**src/rtl/stage_if_pkg.sv**
```systemverilog
// Shared constants and types for the instruction-fetch stage.
package stage_if_pkg;

    localparam logic [31:0]  BOOT_PC_DEFAULT = 32'hBFC0_0000;
    localparam int unsigned  INSTR_W         = 32;

    // One buffered fetch: the instruction word tagged with its own address.
    typedef struct packed {
        logic [31:0]        pc;
        logic [INSTR_W-1:0] instr;
    } fetch_entry_t;

    function automatic logic [31:0] word_align(input logic [31:0] addr);
        return addr & 32'hFFFF_FFFC;
    endfunction

endpackage

```
**src/rtl/stage_if_if.sv**
```systemverilog
// Instruction memory / I$ port: request channel plus in-order response channel.
interface stage_if_if;

    logic                               req_valid;
    logic                               req_ready;
    logic [31:0]                        req_addr;
    logic                               rsp_valid;
    logic [stage_if_pkg::INSTR_W-1:0]   rsp_data;

    // Fetch stage side.
    modport master (
        output req_valid,
        output req_addr,
        input  req_ready,
        input  rsp_valid,
        input  rsp_data
    );

    // Memory side.
    modport slave (
        input  req_valid,
        input  req_addr,
        output req_ready,
        output rsp_valid,
        output rsp_data
    );

endinterface

```
**src/rtl/stage_if_fetch_fifo.sv**
```systemverilog
// Small circular buffer of {pc, instr} entries between memory responses and decode.
module stage_if_fetch_fifo
    import stage_if_pkg::*;
#(
    parameter int unsigned DEPTH = 4
) (
    input  logic                         clock,
    input  logic                         reset,
    input  logic                         push,
    input  logic                         pop,
    input  logic                         clear,
    input  fetch_entry_t                 wdata,
    output fetch_entry_t                 rdata,
    output logic                         empty,
    output logic [$clog2(DEPTH+1)-1:0]   count
);

    localparam int unsigned PtrW = $clog2(DEPTH);
    localparam int unsigned CntW = $clog2(DEPTH + 1);

    fetch_entry_t    mem_q [DEPTH];
    logic [PtrW-1:0] wr_ptr_q;
    logic [PtrW-1:0] rd_ptr_q;
    logic [CntW-1:0] count_q;
    logic            do_pop;

    assign empty  = (count_q == '0);
    assign do_pop = pop & ~empty;
    assign rdata  = mem_q[rd_ptr_q];
    assign count  = count_q;

    // Pointer and occupancy tracking; pointers wrap naturally since DEPTH is a power of two.
    always_ff @(posedge clock or posedge reset) begin
        if (reset) begin
            wr_ptr_q <= '0;
            rd_ptr_q <= '0;
            count_q  <= '0;
        end else if (clear) begin
            wr_ptr_q <= '0;
            rd_ptr_q <= '0;
            count_q  <= '0;
        end else begin
            if (push) begin
                wr_ptr_q <= wr_ptr_q + PtrW'(1);
            end
            if (do_pop) begin
                rd_ptr_q <= rd_ptr_q + PtrW'(1);
            end
            if (push && !do_pop) begin
                count_q <= count_q + CntW'(1);
            end else if (!push && do_pop) begin
                count_q <= count_q - CntW'(1);
            end
        end
    end

    // Entry storage needs no reset: only occupied slots are ever read.
    always_ff @(posedge clock) begin
        if (push && !clear) begin
            mem_q[wr_ptr_q] <= wdata;
        end
    end

endmodule

```
**src/rtl/stage_if.sv**
```systemverilog
// Instruction-fetch stage: sequential fetch with credit flow control, in-order
// response buffering, and restart handling that discards stale responses.
module stage_if
    import stage_if_pkg::*;
#(
    parameter logic [31:0] BOOT_PC = BOOT_PC_DEFAULT,
    parameter int unsigned DEPTH   = 4,
    parameter bit          debug   = 1'b0
) (
    input  logic               clock,
    input  logic               reset,
    input  logic               restart,
    input  logic [31:0]        restart_pc,
    stage_if_if.master         imem,
    output logic               i_valid,
    output logic [INSTR_W-1:0] i_instr,
    output logic [31:0]        i_pc,
    output logic [31:0]        i_npc,
    output logic [31:0]        perf_restart_discards
);

    localparam int unsigned CntW = $clog2(DEPTH + 1);

    logic [31:0]        fetch_pc_q, fetch_pc_d;
    logic [31:0]        rsp_pc_q, rsp_pc_d;
    logic [CntW-1:0]    inflight_q, inflight_d;
    logic [CntW-1:0]    drop_q, drop_d;
    logic               i_valid_q;
    logic [INSTR_W-1:0] i_instr_q;
    logic [31:0]        i_pc_q;
    logic [31:0]        i_npc_q;
    logic [31:0]        perf_q;

    logic [CntW:0]      credit_used;
    logic               accept;
    logic               drop_rsp;
    logic               fifo_push;
    logic               fifo_pop;
    logic               fifo_empty;
    logic [CntW-1:0]    fifo_count;
    fetch_entry_t       fifo_head;

    // A request may only go out if a FIFO slot is guaranteed for its response.
    assign credit_used    = {1'b0, inflight_q} + {1'b0, fifo_count};
    assign imem.req_valid = ~reset & ~restart & (credit_used < (CntW+1)'(DEPTH));
    assign imem.req_addr  = word_align(fetch_pc_q);
    assign accept         = imem.req_valid & imem.req_ready;

    // Responses to pre-restart requests are discarded, including one landing on the restart cycle.
    assign drop_rsp  = imem.rsp_valid & (restart | (drop_q != '0));
    assign fifo_push = imem.rsp_valid & ~drop_rsp;
    assign fifo_pop  = ~restart & ~fifo_empty;

    stage_if_fetch_fifo #(
        .DEPTH (DEPTH)
    ) u_fetch_fifo (
        .clock (clock),
        .reset (reset),
        .push  (fifo_push),
        .pop   (fifo_pop),
        .clear (restart),
        .wdata ('{pc: rsp_pc_q, instr: imem.rsp_data}),
        .rdata (fifo_head),
        .empty (fifo_empty),
        .count (fifo_count)
    );

    // Next-state for fetch PC, response PC, credit and discard counters.
    always_comb begin
        fetch_pc_d = fetch_pc_q;
        rsp_pc_d   = rsp_pc_q;
        drop_d     = drop_q;
        inflight_d = inflight_q + CntW'(accept) - CntW'(imem.rsp_valid);
        if (restart) begin
            fetch_pc_d = word_align(restart_pc);
            rsp_pc_d   = word_align(restart_pc);
            // Everything still outstanding belongs to the old stream.
            drop_d     = inflight_d;
        end else begin
            if (accept) begin
                fetch_pc_d = fetch_pc_q + 32'd4;
            end
            if (fifo_push) begin
                rsp_pc_d = rsp_pc_q + 32'd4;
            end
            if (drop_rsp) begin
                drop_d = drop_q - CntW'(1);
            end
        end
    end

    // Control state registers.
    always_ff @(posedge clock or posedge reset) begin
        if (reset) begin
            fetch_pc_q <= BOOT_PC;
            rsp_pc_q   <= BOOT_PC;
            inflight_q <= '0;
            drop_q     <= '0;
        end else begin
            fetch_pc_q <= fetch_pc_d;
            rsp_pc_q   <= rsp_pc_d;
            inflight_q <= inflight_d;
            drop_q     <= drop_d;
        end
    end

    // Decode-facing registers: pop the head unless redirecting, otherwise hold the last values.
    always_ff @(posedge clock or posedge reset) begin
        if (reset) begin
            i_valid_q <= 1'b0;
            i_instr_q <= '0;
            i_pc_q    <= '0;
            i_npc_q   <= '0;
            perf_q    <= '0;
        end else begin
            i_valid_q <= fifo_pop;
            if (fifo_pop) begin
                i_instr_q <= fifo_head.instr;
                i_pc_q    <= fifo_head.pc;
                i_npc_q   <= fifo_head.pc + 32'd4;
            end
            if (drop_rsp) begin
                perf_q <= perf_q + 32'd1;
            end
        end
    end

    assign i_valid               = i_valid_q;
    assign i_instr               = i_instr_q;
    assign i_pc                  = i_pc_q;
    assign i_npc                 = i_npc_q;
    assign perf_restart_discards = perf_q;

    // The credit rule makes overflow impossible; this only guards against a broken credit path.
    assert property (@(posedge clock) disable iff (reset)
        !(debug && fifo_push && !fifo_pop && (fifo_count == CntW'(DEPTH))));

endmodule

```
**src/flat_wrapper.sv**
```systemverilog
// flat-port wrapper written by rule: the top's interface ports become plain ports
module stage_if_flat import stage_if_pkg::*;
#(
    parameter logic [31:0] BOOT_PC = BOOT_PC_DEFAULT,
    parameter int unsigned DEPTH   = 4,
    parameter bit          debug   = 1'b0
)
  (clock, reset, restart, restart_pc, i_valid, i_instr, i_pc, i_npc, perf_restart_discards, imem_req_valid, imem_req_addr, imem_req_ready, imem_rsp_valid, imem_rsp_data);
  stage_if_if imem_i ();
  input  logic clock;
  input  logic reset;
  input  logic restart;
  input  logic [31:0] restart_pc;
  output logic i_valid;
  output logic [INSTR_W-1:0] i_instr;
  output logic [31:0] i_pc;
  output logic [31:0] i_npc;
  output logic [31:0] perf_restart_discards;
  output wire logic [$bits(imem_i.req_valid)-1:0] imem_req_valid;
  output wire logic [$bits(imem_i.req_addr)-1:0] imem_req_addr;
  input wire logic [$bits(imem_i.req_ready)-1:0] imem_req_ready;
  input wire logic [$bits(imem_i.rsp_valid)-1:0] imem_rsp_valid;
  input wire logic [$bits(imem_i.rsp_data)-1:0] imem_rsp_data;
  assign imem_req_valid = imem_i.req_valid;
  assign imem_req_addr = imem_i.req_addr;
  assign imem_i.req_ready = imem_req_ready;
  assign imem_i.rsp_valid = imem_rsp_valid;
  assign imem_i.rsp_data = imem_rsp_data;
  stage_if #(.BOOT_PC(BOOT_PC), .DEPTH(DEPTH), .debug(debug)) u_core (.clock(clock), .reset(reset), .restart(restart), .restart_pc(restart_pc), .imem(imem_i), .i_valid(i_valid), .i_instr(i_instr), .i_pc(i_pc), .i_npc(i_npc), .perf_restart_discards(perf_restart_discards));
endmodule
```
**config.mk**
```make
export PLATFORM = sky130hd
export DESIGN_NAME = stage_if_flat
export DESIGN_NICKNAME = d
export VERILOG_FILES = /design/src/rtl/stage_if_pkg.sv /design/src/rtl/stage_if_if.sv /design/src/rtl/stage_if_fetch_fifo.sv /design/src/rtl/stage_if.sv /design/src/flat_wrapper.sv
export SDC_FILE = /design/constraint.sdc
export NUM_CORES = 1
export LEC_CHECK = 0
export ABC_AREA = 1
export BUFFER_PORTS_ARGS = -buffer_cell sky130_fd_sc_hd__buf_2
export CAP_MARGIN = 20
export CELL_PAD_IN_SITES_DETAIL_PLACEMENT = 1
export CELL_PAD_IN_SITES_GLOBAL_PLACEMENT = 1
export CORE_ASPECT_RATIO = 0.5
export CORE_MARGIN = 2
export CORE_UTILIZATION = 45
export CTS_CLUSTER_DIAMETER = 80
export DETAILED_ROUTE_END_ITERATION = 8
export PLACE_DENSITY_LB_ADDON = 0.1
export SLEW_MARGIN = 25
export SYNTH_ARGS = -nofsm -noshare
export SYNTH_HDL_FRONTEND = slang
export SYNTH_SLANG_ARGS = --single-unit
```
**constraint.sdc**
```tcl
create_clock -name clock -period 8.18 [get_ports clock]
set_input_delay 1.227 -clock clock [delete_from_list [all_inputs] [get_ports clock]]
set_output_delay 1.227 -clock clock [all_outputs]
set_load 0.01 [all_outputs]
```
After elaboration in Yosys (flattened, before gate mapping)
Memory sizes are Yosys's and may differ from the RTL's.
Index checks and enable logic that the tools add are counted.
{"block": "totals", "register_bits": 206, "mem_bits_rw": 256, "in_bits": 69, "out_inout_bits": 162, "word_cells": 66, "mem_count": 1}
{"memory": "u_core.u_fetch_fifo.mem_q", "depth": 4, "width": 64, "read_ports": 1, "rd_clocked_by_memory_dff": 0, "write_ports": 1, "line": "stage_if_fetch_fifo.sv:21", "rtl": "fetch_entry_t mem_q [DEPTH];"}
{"block": "classes", "addsub": 12, "n_lt_le_gt_ge": 1, "muxes": 15, "bitwise": 12, "reduce_logical": 13}
{"op": "$mux W32", "count": 4}
{"op": "$add A32 B3 Y32 const B", "count": 3}
{"op": "$add A32 B1 Y32 const B", "count": 1}
{"op": "$mux W3", "count": 5}
{"op": "$mux W2", "count": 4}
{"op": "$reduce_bool A2 Y1", "count": 4}
{"op": "$and A1 B1 Y1", "count": 7}
{"op": "$reduce_bool A3 Y1", "count": 2}
{"op": "$sub A3 B1 Y3 const B", "count": 2}
{"op": "$add A2 B1 Y2 const B", "count": 2}
{"op": "$add A3 B3 Y4", "count": 1}
{"op": "$lt A4 B3 Y1 const B", "count": 1}
{"op": "$not A1 Y1", "count": 4}
{"op": "$add A3 B1 Y3", "count": 1}
{"op": "$add A3 B1 Y3 const B", "count": 1}
{"op": "$logic_and A1 B1 Y1", "count": 3}
{"op": "$logic_not A1 Y1", "count": 3}
{"op": "$logic_not A3 Y1", "count": 1}
{"op": "$sub A3 B1 Y3", "count": 1}
{"op": "$mux W1", "count": 2}
{"op": "$or A1 B1 Y1", "count": 1}

Logic depth before layout (Yosys ltp)
Gate-level depths: netlist (run 1).
{"block": "depth", "ltp_word": 10, "mapped_depth": 16, "mapped_depth_nobuf": 15}

By module
A second synthesis (run 1) with hierarchy kept.
{"block": "unflattened", "cells_unflattened": 2102, "area_unflattened_um2": 20583.5}
{"module": "stage_if", "instances": 1, "cells_per_inst": 1419, "area_each_um2": 10633.9, "seq_area_each_um2": 4852.2}
{"module": "stage_if_fetch_fifo", "instances": 1, "cells_per_inst": 683, "area_each_um2": 9949.5, "seq_area_each_um2": 7862.5}

Least setup slack after synthesis (run 1)
Ideal clock, no wire load.
{"block": "synth_path", "path_kind": "input to register", "from": "in restart", "to": "mem u_core.u_fetch_fifo.mem_q[0][0] (netlist bit) (enable)", "setup_ns": 0.482, "arrival_ns": 4.535, "required_ns": 7.698, "setup_slack_ns": 3.162, "path_stages": 5, "path_buffers": 2, "path_cell_list": "buf_4 -> inv_2 -> nand4_2 -> clkbuf_1 -> nor2_1"}
{"block": "synth_via", "elab_chain_cells": 7, "word_cells_on_any_way": 8, "cone_classes": "mux (2); bitwise (4); reduce/logical (2)"}
{"element": "from (decl)", "line": "flat_wrapper.sv:12", "rtl": "input logic restart;"}
{"element": "$or A1 B1 Y1", "line": "stage_if.sv:50", "rtl": "assign drop_rsp = imem.rsp_valid & (restart | (drop_q != '0));"}
{"element": "$and A1 B1 Y1", "line": "stage_if.sv:50"}
{"element": "$not A1 Y1", "line": "stage_if.sv:51", "rtl": "assign fifo_push = imem.rsp_valid & ~drop_rsp;"}
{"element": "$and A1 B1 Y1", "line": "stage_if.sv:51"}
{"element": "$logic_and A1 B1 Y1 *", "line": "stage_if_fetch_fifo.sv:59", "rtl": "if (push && !clear) begin"}
{"element": "$mux W1 *", "line": "stage_if_fetch_fifo.sv:59"}
{"element": "$mux W1 (not written as such) *", "line": "stage_if_fetch_fifo.sv:60", "rtl": "mem_q[wr_ptr_q] <= wdata;"}
{"element": "to (decl)", "line": "stage_if_fetch_fifo.sv:21"}
Mark *: on every way between the ends. The rest lies on a longest branch, timed or not.

Worst setup path in the final report (run 1)
{"block": "layout_path", "from": "in restart", "to": "reg u_core.drop_q[2]"}
{"block": "layout_via", "elab_chain_cells": 7, "word_cells_on_any_way": 10, "cone_classes": "add/sub (2); mux (1); bitwise (6); reduce/logical (1)"}
{"element": "$not A1 Y1", "line": "stage_if.sv:45", "rtl": "assign imem.req_valid = ~reset & ~restart & (credit_used < (CntW+1)'(DEPTH));"}
{"element": "$and A1 B1 Y1 (2 in series)", "line": "stage_if.sv:45"}
{"element": "$and A1 B1 Y1", "line": "stage_if.sv:47", "rtl": "assign accept = imem.req_valid & imem.req_ready;"}
{"element": "$add A3 B1 Y3", "line": "stage_if.sv:73", "rtl": "inflight_d = inflight_q + CntW'(accept) - CntW'(imem.rsp_valid);"}
{"element": "$sub A3 B1 Y3", "line": "stage_if.sv:73"}
{"element": "named net u_core.inflight_d[2]", "line": "stage_if.sv:26", "rtl": "logic [CntW-1:0] inflight_q, inflight_d;"}
{"element": "$mux W3", "line": "stage_if.sv:74", "rtl": "if (restart) begin"}
{"element": "to (signal assigned)", "line": "stage_if.sv:103", "rtl": "drop_q <= drop_d;"}
{"element": "to (decl)", "line": "stage_if.sv:27", "rtl": "logic [CntW-1:0] drop_q, drop_d;"}
The timed path passes the listed nets, and every way through them passes these cells.
A chain may end at the register's enable or synchronous reset.

==> results of run 1 <==
how the worst min path moves through the flow:
stage	start	endpoint	slack (ps)	cells after the start
floorplan	u_core.inflight_q[1]$_DFF_PP0_	u_core.inflight_q[2]$_DFF_PP0_	480	1
global placement	u_core.i_pc[16]$_DFFE_PP0P_	u_core.i_pc[16]$_DFFE_PP0P_	460	2
detailed placement	u_core.perf_restart_discards[31]$_DFFE_PP0P_	u_core.perf_restart_discards[31]$_DFFE_PP0P_	460	1
CTS	u_core.i_pc[16]$_DFFE_PP0P_	u_core.i_pc[16]$_DFFE_PP0P_	480	2
global route	u_core.perf_restart_discards[31]$_DFFE_PP0P_	u_core.perf_restart_discards[31]$_DFFE_PP0P_	500	1
finish	u_core.perf_restart_discards[31]$_DFFE_PP0P_	u_core.perf_restart_discards[31]$_DFFE_PP0P_	470	1
routing by layer:
metal / up-vias / share of wire (%)
met1: 7456 / 46
met4: 0 / 1.5
met3: 65 / 4.5
met5: - / 0
li1: 7141 / -
met2: 274 / 48
cell type report:
class | count | area share, %
clock buffers | 57 | 5.02
multi-input cells | 1354 | 29.0
flip-flops and latches | 446 | 54.4
inverters | 145 | 2.46
repair buffers | 235 | 5.30
clock inverters | 19 | 0.635
well taps | 588 | 3.22
layout by cell type (no fill, tap or decap), types with 5 or more instances in the layout:
cell,instances
nand2_1,450
nor2_1,315
edfxtp_1,248
buf_2,222
dfrtp_1,178
nand3_1,161
inv_1,122
o21ai_0,104
clkbuf_16,43
a31oi_1,40
xor2_1,37
nor3_1,33
nand4_1,30
xnor2_1,29
nand2_2,20
dfstp_2,18
o211ai_1,17
inv_2,16
nor2_2,16
ha_1,14
nor2_4,13
clkinv_1,12
clkbuf_1,12
buf_4,12
a21oi_1,11
o221ai_1,7
nand3_2,7
o21ai_1,6
conb_1,6
clkinv_2,6
o22ai_1,5
o21a_1,5
flip-flops by register name (all words and copies together), names as in the netlist, 30 cells and up:
signal	flops
u_core.u_fetch_fifo.mem_q	248
u_core.i_instr	32
u_core.perf_restart_discards	32
u_core.fetch_pc_q	30
u_core.i_npc	30
u_core.i_pc	30
u_core.rsp_pc_q	30
power by group:
group | switching, mW | internal [mW] | leakage (nW) | total, mW
Clock | 0.857 | 1.05 | 0.632 | 1.91
Combinational | 1.56 | 0.744 | 4.29 | 2.30
Sequential | 0.330 | 2.77 | 4.58 | 3.10
through the flow:
step | util, % | setup slack, ps
after floorplan | - | 1590
after global placement | 49.3 | 3510
after detailed placement | 49.3 | 3390
after CTS | 52.3 | 3980
after global routing | 52.3 | 3760
final | 52.3 | 4010
cells by family after synthesis:
family / share of synthesized area, %
xor+xnor: 2.89
other cells: 0.0187
flops: 62.0
simple gates: 23.1
fa+ha+maj: 1.07
compound gates: 5.78
buf+inv: 5.12
==> run metrics, run 1 <==
outcome completed; final period demand of the worst path approximately 4200 ps; buffers plus inverters on the worst setup path 2; warning count from the yosys run 0; M2 GR Usage roughly two fifths; NumNets Final between 2000 and 2500; data required time at the worst endpoint between 8000 and 9000 ps; overall track demand over capacity in global routing ~24%; Tcrit/Tclk final approximately half; total DRC errors in the routed layout 0; first-pass GRT wire length 87.0 mm; Post-synth ARST share 44.4%; routed wire length 54.8 mm; count of placed standard cells including taps roughly 2800; combined area of all synthesized cells between 0.02 and 0.025 mm^2; Max Clock Freq ~240 MHz; clock transition at the register clock pins on the worst setup and hold paths after CTS ~60 ps; power density cells 320 mW/mm^2; count of TritonRoute iterations in the first routing pass 5; transition time of the tightest slew-check pin about 1000 ps; port buffer count 222; routing usage on met1 between 30% and 40%; dominant cells by area after synthesis edfxtp_1 37%, dfrtp_1 22%, nand2_1 8.4%; post-synthesis cell type with the largest combined area edfxtp_1; gate family responsible for the most delay along the worst path buffers and inverters; post-detailed-placement cell area roughly 0.022 mm^2; Slew Viols, Final 0; number of fillers in the final layout between 4000 and 5000; antenna fix cells 0; capture point of the worst reg-to-reg path u_core.drop_q[2]$_DFFE_PP0P_; Tot Pwr about 7.3 mW; total number of vias ~15000; Worst Setup SP restart; number of hold buffers added after CTS 0; per-instance average area after synthesis slightly below 10 um^2; met3 Usage GRT 3.72%; area overhead of the layout relative to synthesis 14.2%; setup TNS 0 ps; worst clock skew between 15 and 20 ps; row count 54; capturing element type of the critical path register; final instance area about 0.023 mm^2; remaining max-slew budget at the tightest pin a little under a third; remaining global-route overflow 0; Fin Hold WS about 470 ps; number of global-route vias before repair around 16000; most frequently used flop master after synthesis edfxtp_1; non-filler cells in the finished layout 2844; worst setup path endpoint u_core.drop_q[2]$_DFFE_PP0P_; Unique masters post-synth 52; buffers from clock root to sink, at most 3; most instantiated library cell after synthesis nand2_1; unrepaired setup endpoints after global routing false; clock root cell clkbuf_16; final hold violation count 0; cell-by-cell trace of the critical path buf_2, nor2_1, nand2_1, nor3_2, nand2_1, clkinv_1, ha_1, fa_1, xnor2_1, xor2_1, a21oi_1, a31oi_1; Die Area 0.0463 mm^2; number of failing setup endpoints in the final timing report 0; height of the chip 153 um; clock tree from TritonCTS done; number of cells on the critical path 12; half-perimeter wire length after placement 35.5 mm; Post-synth top cells 450 x nand2_1, 320 x nor2_1, 248 x edfxtp_1; highest fanout seen on the critical path 43; part of the Yosys area used for sequential elements slightly above 60%; maximum ir drop on the vdd rail 0.172 mV; horizontal die dimension 302 um; worst-skew pair later-pin latency 560 ps; # clock sinks ~450; Top Ports between 200 and 250; critical path start-end classification in -> reg; routed via count divided by cell count 5.25; number of nets with antenna violations after routing 0; Slowest Stage Delay on Critical Path around 700 ps; Register Area roughly 0.012 mm^2; pin count of the biggest net entering global routing approximately 130; number of DRC violations after detailed-routing iteration 0 ~880; worst r2r src u_core.u_fetch_fifo.count[1]$_DFFE_PP0P_; static leakage 9.50 nW; # H-tree levels 2; routability cong. about 0.86; number of standard cells after synthesis about 2000; startpoint type of the worst setup path primary input; data arrival time of the critical path roughly 4700 ps; Multi-input gate area roughly 0.0066 mm^2; most used routing layer in global routing met2; setup fix buffers added after clock tree synthesis 0; fraction of post-synthesis cell area in the top cell type by area between 30 and 40%; Hold Crit Class reg -> reg; post-synthesis sequential element count about 450; Register-to-Register Setup Slack 4730 ps; placeable core region ~0.044 mm^2; routed len/inst a little under 20 um; Crit-path slowest cell clkinv_1; count of flip-flops with a built-in enable after synthesis 248; starting utilization of the core area a little under half; number of cells traversed by the worst register-to-register path 12; ratio of cells with drive above 1 in the final layout between 10% and 20%; post-cts repair resize count 0; initial antenna violation count 0; total CTS buffers between 40 and 50; CP most frequent cell nand2_1; number of max-cap violations 0
Power figures use the tool's default switching activity.
==> run 2, diff against run 1 <==
- clock period: 8.18 -> 4.25 ns (I/O delays scaled with it)
==> run metrics, run 2 (synthesized netlist as in run 1, its figures left out) <==
horizontal die dimension 302 um (unchanged); first-pass GRT wire length 88.3 mm (+1.5%); final instance area 0.0232 mm^2 (+1.3%); # clock sinks 446 (unchanged); Biggest register u_core.u_fetch_fifo.mem_q; post-detailed-placement cell area 0.0218 mm^2 (+1.2%); number of max-cap violations 0 (unchanged); critical path start-end classification reg -> reg; worst r2r src u_core.u_fetch_fifo.rd_ptr_q[0]$_DFFE_PP0P_; placeable core region 0.0437 mm^2 (unchanged); number of fillers in the final layout 5008 (+1.1%); highest fanout seen on the critical path 125 (+190%); worst clock skew 16.2 ps (+0.0190 ps); count of TritonRoute iterations in the first routing pass 4 (-1); overall track demand over capacity in global routing 24.3% (+0.25 points); clock transition at the register clock pins on the worst setup and hold paths after CTS 70 ps (about the same); Worst Setup SP u_core.u_fetch_fifo.rd_ptr_q[0]$_DFFE_PP0P_; total DRC errors in the routed layout 0 (unchanged); maximum ir drop on the vdd rail 0.302 mV (+75%); final worst setup slack 1410 ps (-2600 ps); post-cts repair resize count 0 (unchanged); routed len/inst 19.3 um (about the same); Top Ports 231 (unchanged); setup fix buffers added after clock tree synthesis 0 (unchanged); number of DRC violations after detailed-routing iteration 0 913 (+3.5%); pin count of the biggest net entering global routing 126 (unchanged); routability cong. 0.835 (-2.8%); unrepaired setup endpoints after global routing false; initial antenna violation count 0 (unchanged); data arrival time of the critical path 3280 ps (-1380 ps); data required time at the worst endpoint 4690 ps (-3970 ps); most frequent standard cell in the layout excluding fill and tap cells nand2_1; Fin Hold WS 275 ps (-198 ps); final hold violation count 0 (unchanged); flip-flop count of the largest register, all copies and words added 248 (unchanged); # H-tree levels 2 (unchanged); static leakage 9.64 nW (+1.4%); clock root cell clkbuf_16; clock tree from TritonCTS done; number of global-route vias before repair 15900 (+1.8%); half-perimeter wire length after placement 37.5 mm (+5.8%); setup TNS 0 ps (unchanged); Die Area 0.0463 mm^2 (unchanged); Hold Crit Class in -> async; port buffer count 222 (unchanged); ratio of cells with drive above 1 in the final layout 18.3% (+0.70 points); number of failing setup endpoints in the final timing report 0 (unchanged); Register Area 0.0124 mm^2 (unchanged); commonest non-fill, non-tap cells in the layout 450 x nand2_1, 315 x nor2_1, 248 x edfxtp_1, 222 x buf_2, 178 x dfrtp_1; Tcrit/Tclk final about 67%; starting utilization of the core area 45.8% (unchanged); number of nets with antenna violations after routing 0 (unchanged); routed wire length 55.2 mm (+0.73%); total number of vias 15100 (+0.76%); startpoint type of the worst setup path register; row count 54 (unchanged); final period demand of the worst path around 2800 ps; Multi-input gate area 0.00663 mm^2 (unchanged); worst-skew pair later-pin latency 550 ps (about the same); capturing element type of the critical path register; total CTS buffers 42 (+2.4%); remaining max-slew budget at the tightest pin 44.1% (+13 points); number of cells traversed by the worst register-to-register path 15 (+3); count of placed standard cells including taps 2785 (+0.61%); transition time of the tightest slew-check pin 837 ps (-196 ps); Slew Viols, Final 0 (unchanged); buffers from clock root to sink, at most 3 (unchanged); number of hold buffers added after CTS 0 (unchanged); Max Clock Freq between 300 and 400 MHz; NumNets Final 2326 (+0.78%); non-filler cells in the finished layout 2862 (+0.63%); routed via count divided by cell count 5.26 (+0.13%); area overhead of the layout relative to synthesis 15.7%; remaining global-route overflow 0 (unchanged); antenna fix cells 0 (unchanged); power density cells 615 mW/mm^2 (+92%); height of the chip 153 um (unchanged); worst-case setup slack after placement 1280 ps (-2100 ps); outcome completed
==> run 2: cell types whose count changed in the layout (fill, tap and decap cells not counted), moves of 2 or more <==
| cell | change |
|---|---|
| buf_12 | +10 |
| clkinv_2 | -2 |
| clkinv_1 | -3 |
| buf_4 | +8 |
| bufinv_16 | +2 |
| clkbuf_1 | +2 |
| clkinvlp_4 | +2 |
==> run 2: power by group <==
group / switching [mW] / internal (mW)
Combinational: 3.04 / 1.46
Sequential: 0.613 / 5.32
Clock: 1.66 / 2.14
==> run 2: final timing paths <==
kind | end | slack (ps)
max in group asynchronous | u_core.fetch_pc_q[27]$_DFFE_PP1P_ | 3130
min | u_core.perf_restart_discards[22]$_DFFE_PP0P_ | 270
max | u_core.i_npc[24]$_DFFE_PP0P_ | 1410
min in group clock | u_core.u_fetch_fifo.mem_q[1][28]$_DFFE_PP_ | 300
min reg2reg | u_core.perf_restart_discards[31]$_DFFE_PP0P_ | 470
max reg2reg | u_core.i_npc[24]$_DFFE_PP0P_ | 1410
==> run 2: worst max-delay path, cell delays in order (launching register included) <==
cell and delay [ps]:
dfrtp_4 640, inv_8 550, nand2_1 130, nand2_1 100, nand2_1 80, nand2_1 150
ha_1 250, nand2_1 100, nor2_2 150, nand2_1 130, inv_1 70, nand2_1 110
inv_2 90, nand2_1 50, nand2_1 60, nand3_1 60
==> run 2: layout make-up <==
type / count / share of cell area [%]
flip-flops and latches: 446 / 53.7
multi-input cells: 1354 / 28.6
repair buffers: 252 / 6.31
clock buffers: 59 / 4.96
well taps: 588 / 3.18
inverters: 145 / 2.41
clock inverters: 18 / 0.864
==> run 2: per-stage QoR <==
stage	total power, mW	utilization (%)
2_1_floorplan	8.94	-
3_3_place_gp	10.4	49.9
3_5_place_dp	10.6	49.9
4_1_cts	14.4	53.0
5_1_grt	15.2	53.0
6_report	14.2	53.0
==> run 2: layer usage <==
layer,vias up,track usage (%),part of all wire (%)
met5,-,0,0
met4,0,4.55,1.6
met3,69,3.11,3.5
met2,248,41.8,49
met1,7552,33.2,46
li1,7181,-,-
==> run 3, diff against run 2 <==
- ABC_AREA: 1 -> 0
- CORE_UTILIZATION: 45 -> 43
- clock period: 4.25 -> 2.55 ns (I/O delays scaled with it)
==> run metrics, run 3 <==
NumNets Final 1712 (-26%); final hold violation count 0 (unchanged); number of failing setup endpoints in the final timing report 0 (unchanged); buffers plus inverters on the worst setup path 1 (-2); transition time of the tightest slew-check pin 621 ps (-216 ps); clock tree from TritonCTS done; buffers from clock root to sink, at most 3 (unchanged); Top Ports 231 (unchanged); part of the Yosys area used for sequential elements 67.0% (+4.9 points); area overhead of the layout relative to synthesis 19.2%; Tcrit/Tclk final 96.2% (+29 points); final worst setup slack 97.8 ps (-1310 ps); Slowest Stage Delay on Critical Path 520 ps (-120 ps); worst r2r src u_core.u_fetch_fifo.rd_ptr_q[0]$_DFFE_PP0P_; initial antenna violation count 0 (unchanged); flip-flop count of the largest register, all copies and words added 248 (unchanged); total CTS buffers 41 (-2.4%); number of global-route vias before repair 12900 (-18%); dominant cells by area after synthesis edfxtp_1 40%, dfrtp_1 24%, mux4_2 7.4%; count of TritonRoute iterations in the first routing pass 5 (+1); most frequent standard cell in the layout excluding fill and tap cells nand2_1; unrepaired setup endpoints after global routing true; cell-by-cell trace of the critical path buf_12, mux4_2, nand4_2, nor4_4, nand4_1, xnor2_1, o21ai_1; Tot Pwr 22.0 mW (+55%); power density cells 997 mW/mm^2 (+62%); Crit-path slowest cell dfrtp_4; Post-synth top cells 307 x nand2_1, 248 x edfxtp_1, 180 x dfrtp_1; row count 53 (-1.9%); first-pass GRT wire length 73.3 mm (-17%); total number of vias 12000 (-20%); count of flip-flops with a built-in enable after synthesis 248 (unchanged); worst-skew pair later-pin latency 550 ps (about the same); number of nets with antenna violations after routing 0 (unchanged); Max Clock Freq 408 MHz (+16%); post-synthesis cell type with the largest combined area edfxtp_1; number of max-cap violations 0 (unchanged); clock root cell clkbuf_16; final instance area 0.0221 mm^2 (-4.5%); Die Area 0.0449 mm^2 (-3.0%); worst-case setup slack after placement 46.2 ps (-1240 ps); total DRC errors in the routed layout 0 (unchanged); post-detailed-placement cell area 0.0207 mm^2 (-5.3%); placeable core region 0.0422 mm^2 (-3.4%); Hold Crit Class in -> reg; fraction of post-synthesis cell area in the top cell type by area 40.2% (+3.0 points); routed via count divided by cell count 5.36 (+2.0%); gate family responsible for the most delay along the worst path simple AND/OR/NAND/NOR gates; Post-synth ARST share 44.4% (unchanged); warning count from the yosys run 0 (unchanged); remaining max-slew budget at the tightest pin 58.5% (+14 points); combined area of all synthesized cells 0.0185 mm^2 (-7.4%); routed len/inst 21.0 um (+8.8%); height of the chip 151 um (-1.5%); post-synthesis sequential element count 446 (unchanged); critical path start-end classification reg -> reg; half-perimeter wire length after placement 31.4 mm (-16%); startpoint of the most critical hold path imem_rsp_data[25]; maximum ir drop on the vdd rail 0.584 mV (+93%); starting utilization of the core area 43.9% (-1.9 points); Biggest register u_core.u_fetch_fifo.mem_q; routed wire length 46.9 mm (-15%); Fin Hold WS 48.8 ps (-226 ps); number of DRC violations after detailed-routing iteration 0 764 (-16%); static leakage 8.89 nW (-7.7%); data required time at the worst endpoint 2960 ps (-1730 ps); per-instance average area after synthesis 13.6 um^2 (+37%); commonest non-fill, non-tap cells in the layout 306 x nand2_1, 248 x edfxtp_1, 222 x buf_2, 178 x dfrtp_1, 68 x o21ai_0; overall track demand over capacity in global routing 21.0% (-3.3 points); worst clock skew 27.9 ps (+11.7 ps); Slew Viols, Final 0 (unchanged); highest fanout seen on the critical path 5 (-96%); Unique masters post-synth 57 (+9.6%); capturing element type of the critical path register; Worst Setup SP u_core.u_fetch_fifo.rd_ptr_q[0]$_DFFE_PP0P_; # clock sinks 446 (unchanged); startpoint type of the worst setup path register; port buffer count 222 (unchanged); most frequently used flop master after synthesis edfxtp_1; outcome completed; setup TNS 0 ps (unchanged); most instantiated library cell after synthesis nand2_1; pin count of the biggest net entering global routing 123 (-2.4%); number of standard cells after synthesis 1363 (-33%); remaining global-route overflow 0 (unchanged); final period demand of the worst path 2450 ps (-390 ps); horizontal die dimension 298 um (-1.5%); # H-tree levels 2 (unchanged); data arrival time of the critical path 2860 ps (-420 ps); ratio of cells with drive above 1 in the final layout 26.9% (+8.6 points); clock transition at the register clock pins on the worst setup and hold paths after CTS 60 ps (about the same); routability cong. 0.854 (+2.3%)
## run 3: path summary, 6_finish.rpt
kind	slack (ps)	endpoint	depth (start not counted)
setup / recovery	100	u_core.i_npc[27]$_DFFE_PP0P_	7
max in group asynchronous	1290	u_core.fetch_pc_q[31]$_DFFE_PP1P_	4
setup reg to reg	100	u_core.i_npc[27]$_DFFE_PP0P_	7
min in group asynchronous	460	u_core.u_fetch_fifo.count[1]$_DFFE_PP0P_	3
hold reg to reg	470	u_core.i_instr[13]$_DFFE_PP0P_	2
hold / removal	50	u_core.u_fetch_fifo.mem_q[2][25]$_DFFE_PP_	1
## run 3: logic make-up (layout without fill, tap and decap cells)
kind of cell	Yosys count	after routing	share of synthesized area [%]
other	1	7	0.0202
DFF	446	446	67.0
AOI/OAI and AO/OA	151	151	4.97
muxes	68	68	7.91
buffers and inverters	89	379	2.24
adders and majority gates	16	16	1.16
and+or+nand+nor	506	506	12.6
xor gates and xnor gates	86	86	4.06
## run 3: where the power goes
part,internal (mW),switching (mW),leakage (nW)
logic,2.51,3.59,3.56
registers,8.83,0.893,4.68
clock network,3.56,2.66,0.653
total,14.9,7.14,8.89
## run 3: final cells by class
cell class	instances	area (um^2)
fillers	4311	20100
well taps	577	722
multi-input cells	833	5770
inverters	26	101
repair buffers	279	1750
flip-flops and latches	446	12400
clock buffers	57	1150
diodes	1	2.50
clock inverters	17	185
## run 3: metal layers
layer	GRT usage [%]	share of wire, %	vias to the layer above
met2	36.9	51	218
met3	4.00	4.2	54
met4	4.49	1.7	0
li1	-	-	5471
met5	0	0	-
met1	27.4	44	6250
## run 3: stage by stage
| stage | cells | util [%] |
|---|---|---|
| 2_1_floorplan | 1368 | - |
| 3_3_place_gp | 2150 | 48.9 |
| 3_5_place_dp | 2150 | 48.9 |
| 4_1_cts | 2225 | 52.1 |
| 5_1_grt | 2235 | 52.4 |
| 6_report | 2236 | 52.4 |
## run 3: repair_timing
action	CTS	global route
resized for setup	1	5
endpoints found under the setup margin	1	23
endpoints found under the hold margin	18	0
buffers inserted	0	10
hold buffers	1	0
pin swaps	0	3
